[config.mk]
export PLATFORM = sky130hd
export DESIGN_NAME = store_queue
export DESIGN_NICKNAME = d
export VERILOG_FILES = /design/src/rtl/store_queue_pkg.sv /design/src/rtl/sq_fwd_select.sv /design/src/rtl/store_queue.sv
export SDC_FILE = /design/constraint.sdc
export NUM_CORES = 1
export LEC_CHECK = 0
export BUFFER_PORTS_ARGS = -buffer_cell sky130_fd_sc_hd__buf_4
export CORE_MARGIN = 3
export CORE_UTILIZATION = 55
export CTS_BUF_LIST = sky130_fd_sc_hd__clkbuf_2 sky130_fd_sc_hd__clkbuf_4 sky130_fd_sc_hd__clkbuf_8
export DETAILED_ROUTE_END_ITERATION = 10
export GPL_TIMING_DRIVEN = 0
export HOLD_SLACK_MARGIN = 0.02
export MAX_ROUTING_LAYER = met4
export PLACE_DENSITY = 0.76
export SLEW_MARGIN = 25
export SYNTH_ARGS = -nofsm -noshare
export SYNTH_HDL_FRONTEND = slang
export SYNTH_SLANG_ARGS = --single-unit
[constraint.sdc]
create_clock -name clk -period 10.9 [get_ports clk]
set_input_delay 1.635 -clock clk [delete_from_list [all_inputs] [get_ports clk]]
set_output_delay 1.635 -clock clk [all_outputs]
set_load 0.01 [all_outputs]
[src/rtl/store_queue_pkg.sv]
// Shared store-queue types, sizing and robid age compare.
// SQ_DEBUG_EN adds a pc field to each entry.
package store_queue_pkg;

  localparam int SQ_DEPTH  = 4;
  localparam int SQ_IDX_W  = $clog2(SQ_DEPTH);
  localparam int ROB_WIDTH = 4;

  typedef logic [SQ_IDX_W:0]  sq_ptr_t;
  typedef logic [ROB_WIDTH:0] robid_t;

  typedef struct packed {
    logic        valid;
    robid_t      robid;
    logic [31:0] addr;
    logic [31:0] data;
`ifdef SQ_DEBUG_EN
    logic [31:0] pc;
`endif
  } sq_entry_t;

  // True when a is younger than b; the MSB is the ROB wrap bit.
  function automatic logic robid_is_younger(robid_t a, robid_t b);
    return a[ROB_WIDTH] ^ b[ROB_WIDTH] ^ (a[ROB_WIDTH-1:0] > b[ROB_WIDTH-1:0]);
  endfunction

endpackage

[src/rtl/sq_fwd_select.sv]
// Age-ordered store-to-load forwarding match; the youngest matching live entry wins.
module sq_fwd_select
  import store_queue_pkg::*;
(
  input  sq_entry_t   entries [SQ_DEPTH],
  input  sq_ptr_t     head,
  input  sq_ptr_t     tail,
  input  logic [31:0] load_addr,
  output logic        hit,
  output logic [31:0] data
);

  sq_ptr_t              count;
  logic [SQ_IDX_W-1:0]  idx;
  logic                 unused_fwd;

  assign count      = tail - head;
  assign unused_fwd = ^load_addr[1:0];

  // Scan oldest to youngest so later matches overwrite earlier ones.
  always_comb begin
    hit  = 1'b0;
    data = '0;
    idx  = '0;
    for (int i = 0; i < SQ_DEPTH; i++) begin
      idx = head[SQ_IDX_W-1:0] + SQ_IDX_W'(i);
      if (sq_ptr_t'(i) < count && entries[idx].valid &&
          entries[idx].addr[31:2] == load_addr[31:2]) begin
        hit  = 1'b1;
        data = entries[idx].data;
      end
    end
  end

endmodule

[src/rtl/store_queue.sv]
// In-order store queue: speculative hold, commit marking, in-order drain and load forwarding.
// Define SQ_DEBUG_EN to store pc per entry and expose sq_drain_pc.
module store_queue
  import store_queue_pkg::*;
(
  input  logic        clk,
  input  logic        reset_n,
  input  logic        flush_valid,
  input  robid_t      flush_robid,
  input  logic        lsuint2sq_instr0_valid,
  input  robid_t      lsuint2sq_instr0_robid,
  input  logic [31:0] lsuint2sq_wb_addr,
  input  logic [31:0] lsuint2sq_wb_data,
  input  logic [31:0] lsuint2sq_instr0_pc,
  output logic [1:0]  sq_left,
  input  logic [31:0] load_addr,
  output logic        sq_fwd_valid,
  output logic [31:0] sq_fwd_data,
  input  logic        rob_commit_store,
  output logic        mem_write_req,
  output logic [31:0] mem_write_addr,
  output logic [31:0] mem_write_data,
  input  logic        mem_write_ack
`ifdef SQ_DEBUG_EN
  ,
  output logic [31:0] sq_drain_pc
`endif
);

  sq_entry_t entries [SQ_DEPTH];
  sq_ptr_t   head, tail, commit_ptr;
  sq_ptr_t   count, free_cnt, commit_next, tail_next, scan_ptr;
  logic      full, ack_fire, commit_fire, alloc_fire, squash_hit;
  logic [SQ_IDX_W-1:0] head_idx, tail_idx;

  assign head_idx    = head[SQ_IDX_W-1:0];
  assign tail_idx    = tail[SQ_IDX_W-1:0];
  assign count       = tail - head;
  assign free_cnt    = sq_ptr_t'(SQ_DEPTH) - count;
  assign full        = (count == sq_ptr_t'(SQ_DEPTH));
  assign sq_left     = (free_cnt > sq_ptr_t'(3)) ? 2'd3 : free_cnt[1:0];

  assign mem_write_req  = (head != commit_ptr);
  assign mem_write_addr = entries[head_idx].addr;
  assign mem_write_data = entries[head_idx].data;

  assign ack_fire    = mem_write_req && mem_write_ack;
  assign commit_fire = rob_commit_store && (commit_ptr != tail);
  // A slot freed by this cycle's ack can be reused by this cycle's alloc.
  assign alloc_fire  = lsuint2sq_instr0_valid && !flush_valid && (!full || ack_fire);
  assign commit_next = commit_ptr + {{SQ_IDX_W{1'b0}}, commit_fire};

  // Commit lands before the flush scan, so a store retiring this cycle is never squashed.
  always_comb begin
    tail_next  = tail;
    squash_hit = 1'b0;
    scan_ptr   = '0;
    for (int i = 0; i < SQ_DEPTH; i++) begin
      scan_ptr = commit_next + sq_ptr_t'(i);
      if (flush_valid && !squash_hit && sq_ptr_t'(i) < (tail - commit_next) &&
          robid_is_younger(entries[scan_ptr[SQ_IDX_W-1:0]].robid, flush_robid)) begin
        squash_hit = 1'b1;
        tail_next  = scan_ptr;
      end
    end
  end

  always_ff @(posedge clk) begin
    if (!reset_n) begin
      head       <= '0;
      tail       <= '0;
      commit_ptr <= '0;
      for (int i = 0; i < SQ_DEPTH; i++) entries[i].valid <= 1'b0;
    end else begin
      commit_ptr <= commit_next;
      if (ack_fire) begin
        head                     <= head + 1'b1;
        entries[head_idx].valid  <= 1'b0;
      end
      if (squash_hit) begin
        tail <= tail_next;
        for (int i = 0; i < SQ_DEPTH; i++)
          if (sq_ptr_t'(i) < (tail - tail_next))
            entries[tail_next[SQ_IDX_W-1:0] + SQ_IDX_W'(i)].valid <= 1'b0;
      end else if (alloc_fire) begin
        tail                    <= tail + 1'b1;
        entries[tail_idx].valid <= 1'b1;
        entries[tail_idx].robid <= lsuint2sq_instr0_robid;
        entries[tail_idx].addr  <= lsuint2sq_wb_addr;
        entries[tail_idx].data  <= lsuint2sq_wb_data;
`ifdef SQ_DEBUG_EN
        entries[tail_idx].pc    <= lsuint2sq_instr0_pc;
`endif
      end
    end
  end

  sq_fwd_select u_fwd (
    .entries   (entries),
    .head      (head),
    .tail      (tail),
    .load_addr (load_addr),
    .hit       (sq_fwd_valid),
    .data      (sq_fwd_data)
  );

`ifdef SQ_DEBUG_EN
  assign sq_drain_pc = entries[head_idx].pc;
  always_ff @(posedge clk) begin
    if (reset_n && ack_fire)
      $display("sq drain pc=%08h addr=%08h data=%08h", entries[head_idx].pc,
               entries[head_idx].addr, entries[head_idx].data);
  end
`else
  logic unused_pc;
  assign unused_pc = ^lsuint2sq_instr0_pc;
`endif

  a_no_alloc_full: assert property (@(posedge clk) disable iff (!reset_n)
    !(lsuint2sq_instr0_valid && !flush_valid && full && !ack_fire))
    else $error("store_queue: alloc while full");
  a_no_commit_empty: assert property (@(posedge clk) disable iff (!reset_n)
    !(rob_commit_store && commit_ptr == tail))
    else $error("store_queue: commit with nothing uncommitted");

endmodule

==> results.yml <==
yosys:
  synth_edf_count: 276
  syn-num-nets: 1644
  yosysWarnings: 0
  synth_top_cell_area_share: 0.3933
  async_flop_share: 0
  synth_area_um2: 21080
  ys.flop_type: "edfxtp_1"
  synth_seq_cells: 289
  ys_types: 61
  synth_area_leaders: "edfxtp_1 39%, mux4_2 29%, and3_1 8.3%"
  seq_area_frac_synth: 0.4056
  synth_cells: 1464
  synth_top_area_cell: "edfxtp_1"
  synth_area_per_cell_um2: 14.40
run_status:
  status: "finished, violations left"
  violations: "setup timing"
clocking:
  cts_htree_levels: 2
  numCtsBuffers: 47
  clockBufferDepth: 3
  path_clk_slew_ns: 0.07
  cts_tree: "built"
  clockRootBuffer: "clkbuf_8"
  worstSkewPairLatency_ns: 0.62
  post_cts_buffers: 0
  cts_sinks: 289
route:
  wire_per_inst_um: 35.39
  wl_mm: 80.81
  drcViolationCount: 0
  drtAntennaViolNets: 0
  num_vias: 17295
  vias_per_cell: 7.576
  drt_iter0_markers: 3236
  firstDrtPassIters: 6
critical_path:
  reg2reg_depth: 26
  crit_type: "flop to output port"
  crit_fanout: 10
  cp.arrival_ns: 9.33
  crit_path_start_kind: "flop"
  end_kind: "output port"
  cp.required_ns: 9.27
sta:
  period_minus_slack_ns: 10.96
  fmax_ghz: 0.09121
  rsz0062_at_grt: "no"
  worst_pin_slew_ns: 1.230
  fin_worst_skew_ns: 0.03250
  hold_viol: 0
  hold_slack_ns: 0.5552
  slew_viol_final: 0
  setup_viol: 27
  worst_slack_ns: -0.06403
  period_share: 1.006
  relSlewSlack: 0.1798
finish:
  instances_no_fill: 2283
  final_core_util: 0.6487
  layout-drive-gt1-share: 0.3842
  fin_nets: 1904
  synthToLayoutAreaGrowth_pct: 16.22
  fillers: 2778
  stdcell_area_um2: 24490
pwr:
  combPwrFrac: 0.536
  p_int_uw: 2972
  p_clk_frac: 0.197
  powerDensity_nw_per_um2: 208.3
  switching_share: 0.4176
  p_switching_uw: 2130
  irDropWorstVdd_mv: 0.1405
  pwr-share-seq: 0.267
  leakage_uw: 0.009441
grt:
  grt_pass1_wl_mm: 114.3
  grt_usage: 0.4022
  globalRouteOverflowTotal: 0
  grt_start_max_net_pins: 40
  antenna_found_initial: 5
  grt_pass1_vias: 16708
floorplanning:
  die_height_um: 201.8
  die_w_um: 201.8
  io_pins: 244
  core_area_um2: 37760
  row_count: 71
  die_area_um2: 40700
  start_util: 0.5582
min_path:
  min_path_type: "flop to flop"
  holdPathStages: 2
place:
  dp.cells: 2186
  numPortBuffers: 201
  globalplace.congestion: 0.9985
  dp_hpwl_mm: 55.49
  place_area_um2: 23490
run:
  max-cap-violations: 0
==> cell usage in the layout, fill, tap and decap left out, types with 28 or more instances in the layout <==
cell type    n
and3_1     278
edfxtp_1   276
mux4_2     274
buf_4      209
xnor2_1    104
clkbuf_1    94
mux2_2      65
clkbuf_8    48
xor2_1      42
ha_1        33
a32o_1      32
nand4_1     28
==> power groups by stage <==
| stage | clock network [uW] | registers (uW) | logic, uW |
|---|---|---|---|
| after CTS | 993 | 1360 | 2660 |
| after floorplan | 0 | 1370 | 1740 |
| after global routing | 1040 | 1370 | 2860 |
| after detailed placement | 0 | 1380 | 2640 |
| after global placement | 0 | 1390 | 2580 |
| final | 1010 | 1360 | 2730 |
==> synth_stat cells (all sizes together) (2+ instances only) <==
library cell,instances
xor2,42
dfxtp,13
nand2b,2
a21boi,4
xnor2,104
nand2,16
and2,13
o31ai,3
o21a,2
maj3,2
mux2,65
or4,4
buf,48
nor4,13
edfxtp,276
a21oi,11
ha,33
a22oi,2
inv,25
clkbuf,101
mux2i,2
nand4,28
and3,281
o211ai,2
a2111oi,2
or3b,2
nand3,9
nor2,11
o32ai,2
fa,3
nor3,2
a2bb2oi,2
a32o,32
mux4,274
nor2b,4
o21ai,11
a21bo,2
==> sequential cells by signal, indices dropped and copies added (netlist names) <==
signal / count
commit_ptr: 3
entries: 280
head: 3
tail: 3
==> cell families after synthesis <==
group	count (synthesis)	share of synthesized area
buffers and inverters	174	0.03467
AO/OA/AOI/OAI	86	0.03331
AND/OR/NAND/NOR	390	0.1139
multiplexers	341	0.3285
XOR/XNOR	146	0.06067
adder cells (fa/ha/maj)	38	0.02339
flip-flops	289	0.4056
==> critical path: stages, from the launching register on <==
cell	delay [ns]
dfxtp_1	0.37
clkbuf_1	0.20
clkdlybuf4s15_1	0.78
clkbuf_1	0.71
clkbuf_2	0.50
clkbuf_1	0.71
inv_1	0.24
ha_1	0.36
buf_6	0.22
buf_1	0.62
clkbuf_1	0.67
mux4_2	0.42
xnor2_1	0.28
nand4_1	0.17
nor4_1	0.70
nand4_1	0.63
clkbuf_1	0.51
mux2_2	0.42
buf_4	0.15
==> path summary, 6_finish.rpt <==
kind                startpoint               to  slack (ns)
hold reg to reg   entries[209]     entries[209]        0.56
setup / recovery       head[1]  sq_fwd_data[29]       -0.06
hold / removal    entries[209]     entries[209]        0.56
setup reg to reg       tail[1]     entries[139]        3.16
==> per-stage QoR <==
step	total power, uW	TNS, ns	worst slack [ns]
final	5102	-0.7665	-0.06403
after global placement	3965	-118.31	-1.722
after global routing	5270	0	0.09236
after floorplan	3105	0	2.033
after detailed placement	4023	0	0.8453
after CTS	5005	0	0.2138
==> layout make-up <==
type	count	area, um^2	share of cell area
diodes	15	37.54	0.001532
plain buffers	149	655.6	0.02677
clock buffers	57	728.2	0.02973
clock inverters	25	224.0	0.009144
inverters	25	93.84	0.003831
multi-input cells	1001	11830	0.4829
flip-flops and latches	289	8548	0.3490
well taps	511	639.4	0.02610
repair buffers	211	1739	0.07101
==> routing by layer <==
| metal | global-route usage | share of wire |
|---|---|---|
| met1 | 0.4906 | 0.31 |
| met2 | 0.5896 | 0.45 |
| met3 | 0.1488 | 0.18 |
| met4 | 0.2121 | 0.066 |
| met5 | - | 0 |
==> timing repair <==
action                     CTS  global route
gates resized for setup      0             2
setup endpoints to repair    0            30
hold buffers                 0             0
Note: power is estimated with default switching activity, not from simulation.
